===== config.mk =====
export PLATFORM = sky130hd
export DESIGN_NAME = shift_normalize
export DESIGN_NICKNAME = d
export VERILOG_FILES = /design/src/rtl/shift_normalize.sv
export SDC_FILE = /design/constraint.sdc
export NUM_CORES = 1
export LEC_CHECK = 0
export BUFFER_PORTS_ARGS = -buffer_cell sky130_fd_sc_hd__buf_2
export CORE_MARGIN = 1
export CORE_UTILIZATION = 41
export CTS_CLUSTER_DIAMETER = 120
export CTS_CLUSTER_SIZE = 12
export DETAILED_ROUTE_END_ITERATION = 10
export PLACE_DENSITY = 0.6
export RECOVER_POWER = 25
export SLEW_MARGIN = 5
export SYNTH_ARGS = -nofsm -noshare
export SYNTH_HDL_FRONTEND = slang
export SYNTH_SLANG_ARGS = --single-unit

===== constraint.sdc =====
create_clock -name clk -period 5 [get_ports clk]
set_input_delay 0.25 -clock clk [delete_from_list [all_inputs] [get_ports clk]]
set_output_delay 0.25 -clock clk [all_outputs]
set_load 0.01 [all_outputs]

===== src/rtl/shift_normalize.sv =====
// shift_normalize: iterative CLZ/CLO normaliser returning leading count and left-normalised operand
module shift_normalize #(
  parameter int REG_WIDTH = 32,
  parameter int CNT_WIDTH = 6
) (
  input  logic                 clk,
  input  logic                 rst_n,
  input  logic                 in_valid,
  output logic                 in_ready,
  input  logic                 mode,
  input  logic [REG_WIDTH-1:0] data_in,
  input  logic                 flush,
  output logic                 out_valid,
  input  logic                 out_ready,
  output logic [CNT_WIDTH-1:0] count,
  output logic [REG_WIDTH-1:0] result,
  output logic                 all_flag
);
  typedef enum logic [1:0] {IDLE, SHIFT, DONE} state_t;
  state_t                 state;
  logic [REG_WIDTH-1:0]   shreg;
  logic [CNT_WIDTH-1:0]   cnt;
  logic                   tgt;
  logic                   full;
  assign full     = cnt == CNT_WIDTH'(REG_WIDTH);
  assign in_ready = rst_n && state == IDLE;
  always_ff @(posedge clk) begin
    if (!rst_n) begin
      state     <= IDLE;
      shreg     <= '0;
      cnt       <= '0;
      tgt       <= 1'b0;
      out_valid <= 1'b0;
      count     <= '0;
      result    <= '0;
      all_flag  <= 1'b0;
    end else if (flush) begin
      state     <= IDLE;
      out_valid <= 1'b0;
    end else begin
      case (state)
        IDLE: if (in_valid) begin
          shreg <= data_in;
          tgt   <= mode;
          cnt   <= '0;
          state <= SHIFT;
        end
        SHIFT: if (full || shreg[REG_WIDTH-1] != tgt) begin
          state     <= DONE;
          out_valid <= 1'b1;
          count     <= cnt;
          result    <= shreg;
          all_flag  <= full;
        end else begin
          shreg <= {shreg[REG_WIDTH-2:0], 1'b0};
          cnt   <= cnt + CNT_WIDTH'(1);
        end
        DONE: if (out_ready) begin
          state     <= IDLE;
          out_valid <= 1'b0;
        end
        default: state <= IDLE;
      endcase
    end
  end
endmodule

== Yosys cells after proc, flatten, opt, wreduce, memory -nomap -nowiden ==
Index checks and enable logic that the tools add are counted.
Operators by class
  add/sub/neg operators: 1
  reductions and logical operators: 11
  bitwise operators: 2
  shifts and indexed selects: 0
  magnitude comparators: 0
  $mul: 0
  eq/ne operators: 8
  div/mod/pow operators: 0
  multiplexer cells: 13
Operator list (number)
  $mux 32: 2
  $pmux 32 s2: 1
  $mux 6: 2
  $pmux 6 s2: 1
  $reduce_and 3->1: 4
  $ne 2x2->1 const B: 4
  $add 6x1->6 const B: 1
  $eq 6x6->1 const B: 1
  $mux 2: 3
  $pmux 2 s3: 1
  $reduce_and 4->1: 1
  $reduce_bool 2->1: 2
  $eq 2x1->1 const B: 1
  $eq 2x2->1 const B: 1
  $logic_not 2->1: 1
  $mux 1: 2
  $not 1->1: 2
  $pmux 1 s2: 1
  $reduce_or 2->1: 1
  $logic_and 1x1->1: 1
  $logic_or 1x1->1: 1
  $ne 1x1->1: 1
Storage, ports and cells
  flip-flop bits (word level): 81
  memories: 0
  bits in read-only memories: 0
  word-level logic and storage cells: 43
  bits in latches: 0
  output and inout bits: 41
  bits in writable memories: 0

== Longest topological paths before layout ==
  word-level depth: 4
  mapped depth: 8

== Worst setup path before layout ==
No wires, ideal clock.
  kind: register -> register
  from: reg cnt[0]
  to: reg state[0]
  data arrival time: 1439 ps
  setup slack: 3446 ps
  stages on the path, launching flop included: 8
  buffers on the path: 1
  clock period less this slack: 1554 ps
  path through: dfxtp_1 > inv_1 > ha_1 > nand4bb_4 > o211ai_2 > nand2_8 > buf_8 > and2_1
On the way
  word-level cells in the longest chain between the ends: 4
RTL lines
  from (decl): RTL line 22  | logic [CNT_WIDTH-1:0] cnt;
  from (signal assigned): RTL line 56  | cnt <= cnt + CNT_WIDTH'(1);
  $eq 6x6->1: RTL line 25  | assign full = cnt == CNT_WIDTH'(REG_WIDTH);
  $logic_or 1x1->1: RTL line 48  | SHIFT: if (full || shreg[REG_WIDTH-1] != tgt) begin
  $ne 2x2->1 (no line)
  $reduce_and 3->1 (no line)
  to (signal assigned): RTL line 29  | state <= IDLE;
  to (signal assigned): RTL line 46  | state <= SHIFT;
  to (signal assigned): RTL line 49  | state <= DONE;
  to (decl): RTL line 20  | state_t state;
Every way passes these cells.
A chain may end at the register's enable or synchronous reset.

== Worst setup path after layout ==
  from: reg cnt[0]
  to: reg result[9]
On the way
  word-level cells in the longest chain between the ends: 3
RTL lines
  $eq 6x6->1: RTL line 25
  $logic_or 1x1->1: RTL line 48
  $reduce_and 3->1 (no line)
  to (signal assigned): RTL line 52  | result <= shreg;
  to (decl): RTL line 16  | output logic [REG_WIDTH-1:0] result,
Every way passes these cells.

==> metrics.json <==
{
  "netSwitchingPower_uw": 319,
  "power.share.clock_pct": 35.5,
  "fmax_mhz": 480,
  "area_share_of_fa_ha_maj_cells_after_synthesis_pct": 0.684,
  "rows": 34,
  "post_cts.repair.setup_buffers": 0,
  "synth.area.mux_share_pct": 29.5,
  "grt_overflow": 0,
  "cell_internal_pwr_uw": 917,
  "ff2ff_path_depth": 7,
  "share_comb_of_total_power_pct": 10.0,
  "hold_path_depth": 3,
  "crit_share_post_route_pct": 41.6,
  "finalClockSkew_ps": 8.30,
  "drtPass1Iterations": 4,
  "cts.hold.buffers_added": 0,
  "worst_r2r_startpoint": "cnt[0]",
  "hold_viol": 0,
  "grt.total_usage_pct": 15.6,
  "setup-violations-final": 0,
  "cp_slowest_stage_delay_ps": 510,
  "postLayoutSetupSlackWorst_ps": 2920,
  "timing.critical_path.arrival_ps": 2360,
  "syn_avg_cell_area_um2": 9.97,
  "area_fraction_in_and_or_nand_and_nor_cells_after_synthesis_pct": 16.5,
  "routability_congestion": 0.747,
  "layout.nets": 472,
  "antenna_cells": 0,
  "seq_power_share_pct": 54.5,
  "clkSlewWorstSetupHoldPaths_ps": 90,
  "least_margin_pin_slew_ps": 932,
  "dieHeight_um": 96.5,
  "ys_warn_count": 0,
  "seq_area_frac_synth_pct": 44.3,
  "maxSlewHeadroom_pct": 37.8,
  "vias_in_the_first_global_route": 2341,
  "core_region_area_mm2": 0.00868,
  "setup.worst_path.end_class": "flop",
  "setup.worst_path.start_class": "flop",
  "wirelength_um": 7170,
  "start_util_pct": 42.2,
  "r2r-end": "result[9]",
  "final_period_minus_worst_setup_slack_ps": 2080,
  "io_pins": 79,
  "power.switching_fraction_pct": 25.8,
  "cts.htree.levels": 3,
  "avgRoutedWirePerCell_um": 13.2,
  "areaGrowthSynthToFinish_pct": 14.1,
  "cts.root.buffer_cell": "clkbuf_8",
  "hold_end": "shreg[0]",
  "drt_iter0_drc": 73,
  "drc": 0,
  "cap_violations": 0,
  "crit_chain": "inv_1, ha_1, nand4bb_4, o21ai_4, nand2_2, buf_4, mux2i_1",
  "crit_slowest_cell": "buf_4",
  "fp.dieArea_mm2": 0.00930,
  "rsz_0062_raised_after_global_routing": "false",
  "grt_start_max_net_pins": 76,
  "synth-xor-area-share_pct": 0.239,
  "power.leakage_uw": 0.00186,
  "grt_antenna_before_repair": 0,
  "worst-endpoint-required_ps": 5280,
  "routed_via_density": 4.93,
  "tns_ps": 0,
  "r2r_setup_slack_ps": 2920,
  "criticalPathCategory": "reg2reg",
  "peakVddDrop_mv": 0.110,
  "worst_skew_pair.late_latency_ps": 350,
  "clock_tree_from_tritoncts": "done",
  "number_of_nets_produced_by_synthesis": 407,
  "mappedNetlistArea_mm2": 0.00366,
  "min_from": "data_in[0]",
  "dominant_combinational_cell_family_by_area_after_synthesis": "multiplexers",
  "synth.distinct_cells": 39,
  "hold_path.class": "in2reg",
  "post_cts.resized_instances": 0,
  "wire_length_of_the_first_global_routing_pass_um": 11200,
  "power_density_mw_per_mm2": 296,
  "place.port_buffers": 78,
  "synth_seq_cells": 81,
  "numCtsBuffers": 9,
  "status": "completed",
  "cts_sinks": 81,
  "ant_nets": 0,
  "floorplan_die_width_um": 96.5,
  "via_count": 2685,
  "netlist_instances": 367,
  "crit_fanout": 29,
  "clk_path_buf_depth": 2,
  "place_ws_ps": 2910,
  "slew_violations": 0,
  "crit_start": "cnt[0]",
  "layout_cell_share_with_drive_strength_beyond_1_pct": 24.0,
  "synth_compound_gate_area_share_pct": 3.63,
  "dp.final_hpwl_um": 4720
}
[power groups by stage]
stage	Clock, uW	Combinational (uW)	Sequential [uW]
after CTS	448	126	673
after global placement	0	124	688
after floorplan	0	103	686
final	439	124	673
after detailed placement	0	125	688
after global routing	475	137	676
[synth_stat cells]
library cell    n  share of area (%)
nand2_1       109                 11
dfxtp_1        81                 44
mux2i_1        73                 20
mux2_2         31                9.5
clkbuf_1       13                1.3
nand3_1         6               0.82
buf_2           5               0.68
inv_1           4               0.41
buf_4           3               0.62
nand2b_1        3               0.51
a21oi_1         2               0.27
buf_12          2                1.1
buf_6           2               0.62
ha_1            2               0.68
nor2_1          2               0.21
nor2b_1         2               0.34
nor3b_1         2               0.41
nor4bb_1        2               0.55
o21ai_1         2               0.27
o31a_1          2               0.48
a22oi_1         1               0.21
a311o_1         1               0.27
a31o_2          1               0.24
a31oi_1         1               0.17
and2_1          1               0.17
and3_1          1               0.17
buf_8           1               0.41
nand2_8         1               0.55
nand4_1         1               0.17
nand4bb_4       1               0.75
nor3b_2         1               0.34
o2111ai_1       1               0.24
o211ai_1        1               0.21
o211ai_2        1               0.34
o21ai_4         1               0.44
o32ai_1         1               0.24
o41ai_1         1               0.24
or4b_1          1               0.27
xnor2_1         1               0.24
[metal layers]
layer  wire length [um]  track usage [%]  vias up
met4                136             6.62        0
met2               3250             24.1       57
met3                349             3.13       10
li1                   -                -     1381
met5                  0                0        -
met1               3440             21.1     1237
[how the worst max path moves through the flow]
stage / end / slack, ps / cells past startpoint
CTS: result[9] / 2880 / 7
global placement: all_flag / 3000 / 7
floorplan: state[0] / 3450 / 7
global route: count[5] / 2710 / 7
finish: result[9] / 2920 / 7
detailed placement: result[9] / 2910 / 7
[kinds of logic (layout without fill, tap and decap cells)]
group                      after synthesis  count (layout)
and+or+nand+nor                        133             133
muxes                                  104             104
DFF                                     81              81
buffers and inverters                   30             100
AOI/OAI and AO/OA                       16              16
adders and majority gates                2               2
xor gates and xnor gates                 1               1
[registers in the layout (all words and copies together), names as in the netlist]
| register | count |
|---|---|
| all_flag | 1 |
| cnt | 6 |
| count | 6 |
| out_valid | 1 |
| result | 32 |
| shreg | 32 |
| state | 2 |
| tgt | 1 |
[per-stage QoR]
stage | power, uW | hold WS (ps) | instance area, um^2 | util (%) | std cells
global route | 1290 | 173 | 4180 | 48.1 | 545
detailed placement | 814 | 451 | 4030 | 46.5 | 529
CTS | 1250 | 172 | 4210 | 48.5 | 545
global placement | 812 | 443 | 4030 | 46.5 | 529
finish | 1240 | 181 | 4180 | 48.1 | 545
floorplan | 789 | 404 | 3660 | - | 367
[worst max-delay path: cells and delay by family (launching register included)]
| kind | cells | cell delay, ps |
|---|---|---|
| adders and majority gates | 1 | 230 |
| and+or+nand+nor | 2 | 430 |
| AOI/OAI and AO/OA | 1 | 80 |
| muxes | 1 | 250 |
| DFF | 1 | 390 |
| buffers and inverters | 2 | 590 |
[cells in the final DEF, fill, tap and decap left out, types with 2 or more instances in the layout]
cell type,n
clkbuf_8,10
nor2_1,2
ha_1,2
buf_2,47
mux2i_1,73
nand3_1,6
inv_1,4
nor3b_1,2
mux2_2,31
clkbuf_1,30
nand2b_1,2
o31a_1,2
dfxtp_1,81
a21oi_1,2
clkinvlp_4,2
clkinv_2,2
nand2_1,108
nor4bb_1,2
buf_4,3
o21ai_1,2
nor2b_1,2
[cell type report]
class | count | area, um^2
Clock buffer | 10 | 138
Clock inverter | 6 | 42.5
Fill cell | 867 | 4500
Inverter | 4 | 15.0
Multi-Input combinational cell | 256 | 1850
Sequential cell | 81 | 1620
Tap cell | 108 | 135
Timing Repair Buffer | 80 | 370
Note: power is estimated with default switching activity, not from simulation.
